File: src/rtl/ofm_writeback.sv
// ofm_writeback: unpacks systolic result tiles into per-word writes of the output feature map,
// dropping lanes past the right edge of each row.
module ofm_writeback #(
    parameter int SYSTOLIC_SIZE = 16,
    parameter int DATA_WIDTH    = 8,
    parameter int OFM_SIZE      = 104,
    parameter int NO_FILTER     = 32,
    parameter int ADDR_WIDTH    = 19
) (
    input  logic                                  clk,
    input  logic                                  rst,
    input  logic                                  start,
    input  logic                                  tile_valid,
    output logic                                  tile_ready,
    input  logic [SYSTOLIC_SIZE*2*DATA_WIDTH-1:0] tile_data,
    output logic                                  mem_we,
    output logic [ADDR_WIDTH-1:0]                 mem_addr,
    output logic [2*DATA_WIDTH-1:0]               mem_wdata,
    output logic                                  busy,
    output logic                                  done
);
    localparam int WW = 2 * DATA_WIDTH;
    localparam int T  = (OFM_SIZE + SYSTOLIC_SIZE - 1) / SYSTOLIC_SIZE;
    localparam int LW = $clog2(SYSTOLIC_SIZE + 1);
    localparam int CW = $clog2(T + 1);
    localparam int RW = $clog2(OFM_SIZE + 1);
    localparam int FW = $clog2(NO_FILTER + 1);

    typedef enum logic [1:0] {IDLE, WAIT_TILE, WRITE, DONE} state_t;

    state_t                           state_q;
    logic [CW-1:0]                    col_q;
    logic [RW-1:0]                    row_q;
    logic [FW-1:0]                    fil_q;
    logic [SYSTOLIC_SIZE*WW-1:0]      tile_q;
    logic [LW-1:0]                    n_q, lane_q, n_d;
    logic [ADDR_WIDTH-1:0]            addr_q, mem_addr_q;
    logic [WW-1:0]                    mem_wdata_q;
    logic                             tile_ready_q, mem_we_q, busy_q, done_q;
    logic                             last_col, last_row, last_fil;
    int                               rem;

    always_comb begin
        rem      = OFM_SIZE - int'(col_q) * SYSTOLIC_SIZE;
        n_d      = (rem > SYSTOLIC_SIZE) ? LW'(SYSTOLIC_SIZE) : LW'(rem);
        last_col = col_q == CW'(T - 1);
        last_row = row_q == RW'(OFM_SIZE - 1);
        last_fil = fil_q == FW'(NO_FILTER - 1);
    end

    // Words land at consecutive addresses across the whole layer, so a running address suffices.
    always_ff @(posedge clk) begin
        if (rst) begin
            state_q      <= IDLE;
            col_q        <= '0;
            row_q        <= '0;
            fil_q        <= '0;
            tile_q       <= '0;
            n_q          <= '0;
            lane_q       <= '0;
            addr_q       <= '0;
            mem_addr_q   <= '0;
            mem_wdata_q  <= '0;
            mem_we_q     <= 1'b0;
            tile_ready_q <= 1'b0;
            busy_q       <= 1'b0;
            done_q       <= 1'b0;
        end else begin
            case (state_q)
                IDLE: begin
                    if (start) begin
                        state_q      <= WAIT_TILE;
                        tile_ready_q <= 1'b1;
                        busy_q       <= 1'b1;
                        col_q        <= '0;
                        row_q        <= '0;
                        fil_q        <= '0;
                        addr_q       <= '0;
                    end
                end
                WAIT_TILE: begin
                    if (tile_valid) begin
                        state_q      <= WRITE;
                        tile_ready_q <= 1'b0;
                        tile_q       <= tile_data >> WW;
                        n_q          <= n_d;
                        lane_q       <= LW'(1);
                        mem_we_q     <= 1'b1;
                        mem_addr_q   <= addr_q;
                        mem_wdata_q  <= tile_data[WW-1:0];
                        addr_q       <= addr_q + ADDR_WIDTH'(1);
                    end
                end
                WRITE: begin
                    if (lane_q == n_q) begin
                        mem_we_q    <= 1'b0;
                        mem_addr_q  <= '0;
                        mem_wdata_q <= '0;
                        col_q       <= last_col ? '0 : col_q + CW'(1);
                        row_q       <= last_col ? (last_row ? '0 : row_q + RW'(1)) : row_q;
                        fil_q       <= (last_col && last_row) ? (last_fil ? '0 : fil_q + FW'(1)) : fil_q;
                        if (last_col && last_row && last_fil) begin
                            state_q <= DONE;
                            done_q  <= 1'b1;
                            busy_q  <= 1'b0;
                        end else begin
                            state_q      <= WAIT_TILE;
                            tile_ready_q <= 1'b1;
                        end
                    end else begin
                        mem_addr_q  <= addr_q;
                        mem_wdata_q <= tile_q[WW-1:0];
                        tile_q      <= tile_q >> WW;
                        addr_q      <= addr_q + ADDR_WIDTH'(1);
                        lane_q      <= lane_q + LW'(1);
                    end
                end
                DONE: begin
                    state_q <= IDLE;
                    done_q  <= 1'b0;
                end
            endcase
        end
    end

    assign tile_ready = tile_ready_q;
    assign mem_we     = mem_we_q;
    assign mem_addr   = mem_addr_q;
    assign mem_wdata  = mem_wdata_q;
    assign busy       = busy_q;
    assign done       = done_q;
endmodule

File: config.mk
export PLATFORM = sky130hd
export DESIGN_NAME = ofm_writeback
export DESIGN_NICKNAME = d
export VERILOG_FILES = /design/src/rtl/ofm_writeback.sv
export SDC_FILE = /design/constraint.sdc
export NUM_CORES = 1
export LEC_CHECK = 0
export CAP_MARGIN = 20
export CELL_PAD_IN_SITES_DETAIL_PLACEMENT = 0
export CELL_PAD_IN_SITES_GLOBAL_PLACEMENT = 1
export CORE_AREA = 2 2 193 195
export DETAILED_ROUTE_END_ITERATION = 8
export DIE_AREA = 0 0 195 197
export HOLD_SLACK_MARGIN = 0.05
export PLACE_DENSITY_LB_ADDON = 0.1
export SYNTH_ARGS = -nofsm -noshare
export SYNTH_HDL_FRONTEND = slang
export SYNTH_SLANG_ARGS = --single-unit
File: constraint.sdc
create_clock -name clk -period 2.4 [get_ports clk]
set_clock_uncertainty 0.1 [all_clocks]
set_input_delay 0.36 -clock clk [delete_from_list [all_inputs] [get_ports clk]]
set_output_delay 0.36 -clock clk [all_outputs]
set_load 0.005 [all_outputs]
# After elaboration in Yosys (flattened, before gate mapping)
# Index checks and enable logic that the tools add are counted.
# word_totals
reg_bits	342
in_bits	260
output_inout_bits	39
elab_cells	105
# op_classes
addsub	6
n_lt_le_gt_ge	1
n_eq_ne	15
muxes	50
n_reduce_logical	19
# ops
operator	count
256-bit 2-to-1 mux	2
256-bit one-hot mux with 2 select lines	1
19-bit 2-to-1 mux	5
19-bit one-hot mux with 3 select lines	1
19-bit one-hot mux with 2 select lines	1
16-bit 2-to-1 mux	2
16-bit one-hot mux with 2 select lines	1
7-bit 2-to-1 mux	4
6-bit 2-to-1 mux	4
19-bit by 1-bit adder with 19-bit output, second input constant	1
2-bit inequality test, second input constant	8
4-bit AND reduction	4
5-bit 2-to-1 mux	3
3-bit AND reduction	5
7-bit one-hot mux with 2 select lines	1
6-bit one-hot mux with 2 select lines	1
1-bit 2-to-1 mux	10
5-bit one-hot mux with 2 select lines	1
3-bit 2-to-1 mux	3
8-bit by 6-bit > comparator with 1-bit output, second input constant	1
2-bit 2-to-1 mux	4
2-bit one-hot mux with 4 select lines	1
7-bit by 7-bit subtractor with 8-bit output, first input constant	1
7-bit by 1-bit adder with 7-bit output, second input constant	1
other kinds (18)	25

# Depth between registers and ports, before layout
# logic_depth
depth_word	6
ltp_mapped	10

# Least setup slack after synthesis
# Ideal clock, no wire load.
# synth_path
kind	register to register
startpoint	reg state_q[1]
endpoint	reg addr_q[0]
arrival_ns	1.893
required_ns	2.183
path_slack_ns	0.290
stages_incl_launch_ff	11
path_buffers	3
path_cell_list	dfxtp_1 -> inv_1 -> ha_1 -> buf_2 -> nor2b_1 -> nor3_1 -> and2_1 -> buf_2 -> a21o_1 -> buf_2 -> nor2_1
# synth_via
elab_chain_cells	3
word_cells_on_any_way	9
# synth_rtl
element	line	text
from (decl)	31	state_t state_q;
from (signal assigned)	54	state_q <= IDLE;
from (signal assigned)	72	state_q <= WAIT_TILE;
from (signal assigned)	83	state_q <= WRITE;
2-bit equality test (tied with other cells)	69	case (state_q)
2-bit inequality test (no source line) or 3-bit nonzero test (tied branches)	n/a	
4-bit AND reduction (no source line)	n/a	
to (signal assigned)	91	addr_q <= addr_q + ADDR_WIDTH'(1);
to (signal assigned)	114	addr_q <= addr_q + ADDR_WIDTH'(1);
to (decl)	37	logic [ADDR_WIDTH-1:0] addr_q, mem_addr_q;
# Several ways; a longest one is shown, not always the timed one.
# A chain may end at the register's enable or synchronous reset.

# Worst setup path in the final report
# layout_path
startpoint	reg lane_q[1]
endpoint	reg addr_q[13]
# layout_via
elab_chain_cells	3
# layout_rtl
element	line	text
from (decl)	36	logic [LW-1:0] n_q, lane_q, n_d;
from (signal assigned)	115	lane_q <= lane_q + LW'(1);
5-bit equality test	95	if (lane_q == n_q) begin
2-bit inequality test (no source line)	n/a	
4-bit AND reduction (no source line)	n/a	
# Every way passes these cells.

==> results.ini <==
[routing]
firstDrtPassIters=6
wl_per_cell_um=17.73
vias=11660
viasPerCell=5.184
drt-total-wl_um=39870
drt_iter0_drc=458
drc_errors=0
ant_nets=0

[timing]
tightest_slew_ps=583.0
rsz0062_at_grt=false
finalHoldViolCount=0
min_period_ps=2204
slew_violations=0
fin_crit_sh_pct=91.84
setup_tns_ps=0
finalSetupViolCount=0
fmax_ghz=0.4537
setup_slack_ps=195.8
slew_headroom_pct=61.13

[synth]
synth_warnings=0
syn_area_per_cell_um2=9.426
synth_top_family_by_area=compound AO/OA/AOI/OAI gates
synth_fa_ha_area_share_pct=0.8915
synth_cells=1489
synth.distinct_cells=53
synthMuxAreaShare_pct=16.15
syn_area_um2=14030
synth-seq-cells=323
yosys.area_share.simple_pct=13.37
synth_compound_area_share_pct=17.89
synth_flop_cell=dfxtp_1
synth_edf_count=0
yosysSeqAreaShare_pct=46.07
synthXorXnorAreaFrac_pct=1.105
syn_nets=1759
async_reset_ff_share_pct=0

[setup_path]
worstPathMaxFanout=11
crit_type=register to register
arrival_ps=2560
cp-end-kind=register
critPathRequiredTime_ps=2760
cp-start-kind=register

[final_layout]
fill_cells=3429
drive_gt1_share_pct=7.207
regArea_um2=6467
syn_to_final_growth_pct=35.15
multiInputGateArea_um2=6993
fin_util_pct=52.31
nets=2022

[placed_design]
globalplace.congestion=0.7830
port_buffers=298
hpwl_um=28250
dp_slack_ps=76.81

[die]
fp-row-count=70
start_util_pct=38.71
die-area_um2=38420
io_pins=299
fp.dieW_um=195
core_area_um2=36260
die_h_um=197

[clock_tree]
htreeDepth=2
numCtsBuffers=38
cts_tree=yes
clock-sinks=323
cts-root-buf=clkbuf_16
cts_hold_buf=0
clock_latency_ps=530
clock_path_buffers=3
clk_pin_slew_ps=60

[power]
ir_drop_v=0.0005298
power_density_nw_per_um2=1141
p_leak_nw=6.302

[grt]
grt_pass1_wl_um=61820
grt_pass1_vias=11250
grtUsageTotal_pct=20.18
grt_max_degree=126
antenna_found_initial=9
overflow=0

[job]
cap_violations=0

[run_status]
outcome=finished, final reports clean

[min_path]
hold_class=input pin to register

## synthesized netlist by cell type, types with 2 or more instances
library cell    n  area share (%)
o21ai_0        18            0.64
o31ai_1         3            0.16
nand4b_1        4            0.25
o211ai_1        2            0.11
a41oi_1         2            0.12
or2_2           2           0.089
buf_2          60             2.1
a311oi_1        3            0.19
a31oi_1         4            0.18
nor2_1        304             8.1
nor3_1         27            0.96
buf_1           2           0.054
buf_4           8            0.43
nor3b_1         2            0.11
and4_1          5            0.31
nor2b_1         5            0.22
xnor2_2         2            0.23
nand4_1        14            0.62
xnor2_1         2            0.12
dfxtp_1       323              46
a211oi_1      228              12
o22ai_1         2           0.089
a221oi_1       17             1.1
or3_1           5            0.22
ha_1           10            0.89
or3b_2          2            0.12
nand2b_1        6            0.27
a21oi_1        18            0.64
and3_1          5            0.22
inv_1           8            0.21
a21o_1          2            0.11
o41ai_1         2            0.12
clkbuf_1       59             1.6
and2_1          6            0.27
nand3_1        14            0.50
or4_1           3            0.16
a22oi_1        36             1.9
mux2i_1       225              16
nand2_1        24            0.64
xor2_1         12            0.75
## worst paths after layout
path	start	endpoint	slack (ps)	cells after the start
worst max-delay path	lane_q[1]	addr_q[13]	200	10
worst min-delay path	rst	tile_q[239]	210	2
worst max register to register	lane_q[1]	addr_q[13]	200	10
worst min register to register	fil_q[1]	fil_q[1]	380	2
## placed cells by master (no fill, tap or decap), types with 3 or more instances in the layout
master	synthesis	layout
nand3_1	14	14
mux2i_1	225	225
nor2_1	304	303
nor3_1	27	26
ha_1	10	8
a21oi_1	18	18
a221oi_1	17	17
a31oi_1	4	3
buf_12	0	16
clkbuf_1	59	10
xor2_1	12	12
dfxtp_1	323	322
o21ai_0	18	18
clkdlybuf4s50_1	0	297
and3_1	5	5
o31ai_1	3	3
nand4_1	14	14
or3_1	5	5
clkbuf_16	0	41
and4_1	5	5
or4_1	3	3
diode_2	0	5
nand2b_1	6	6
buf_4	8	39
nand4b_1	4	4
nand2_1	24	24
a211oi_1	228	228
clkbuf_8	0	11
a22oi_1	36	36
a311oi_1	3	3
nor2b_1	5	4
and2_1	6	6
inv_1	8	8
## state kept, by name (all words and copies together) (netlist names)
name and count:
done 1, col_q 3, n_q 2, state_q 2
mem_addr 19, tile_q 240, mem_wdata 16, row_q 7
tile_ready 1, lane_q 5, mem_we 1, fil_q 6
busy 1, addr_q 19
## per-layer routing
metal	vias up	global-route usage, %	wire, um
li1	6004	-	-
met1	5291	28.14	19100
met2	297	31.10	17450
met3	55	5.544	2654
met4	12	4.552	573
met5	-	0	86
## critical path: stages (launching register included)
cell and delay [ps]:
dfxtp_1 390, inv_1 60, ha_1 190, nor2b_1 160
buf_4 160, nand4_1 160, buf_4 210, nand4_1 90
buf_4 170, or3_1 300, a21oi_1 140
## where the power goes
| group | switching [mW] | internal, mW |
|---|---|---|
| Sequential | 0.996 | 7.15 |
| Clock | 2.21 | 3.65 |
| Combinational | 4.08 | 3.56 |
## final cells by class
type	count	area share, %
diodes	5	0.06596
clock buffers	62	6.405
clock inverters	2	0.3166
inverters	9	0.1781
multi-input cells	1027	36.87
flip-flops and latches	323	34.10
well taps	468	3.087
repair buffers	353	18.98
## through the flow
| stage | std cells | power (mW) | instance area (um^2) | hold slack [ps] |
|---|---|---|---|---|
| 5_1_grt | 2244 | 23.17 | 18960 | 211.6 |
| 3_5_place_dp | 2177 | 15.95 | 17640 | 379.1 |
| 4_1_cts | 2241 | 21.87 | 18920 | 163.7 |
| 3_3_place_gp | 2177 | 15.81 | 17640 | 370.6 |
| 6_report | 2249 | 21.65 | 18970 | 206.0 |
| 2_1_floorplan | 1489 | 13.36 | 14030 | 348.4 |
## cell families (layout without fill, tap and decap cells)
logic type	count (synthesis)	count (layout)
other	0	5
adder cells (fa/ha/maj)	10	10
AO/OA/AOI/OAI	343	343
buffers and inverters	139	426
multiplexers	226	226
AND/OR/NAND/NOR	432	432
flip-flops	323	323
XOR/XNOR	16	16
## timing repair
action,CTS,global route
buffers inserted,0,3
gates resized for setup,0,5
endpoints found under the hold margin,0,0
endpoints found under the setup margin,0,159
Power figures use the tool's default switching activity.
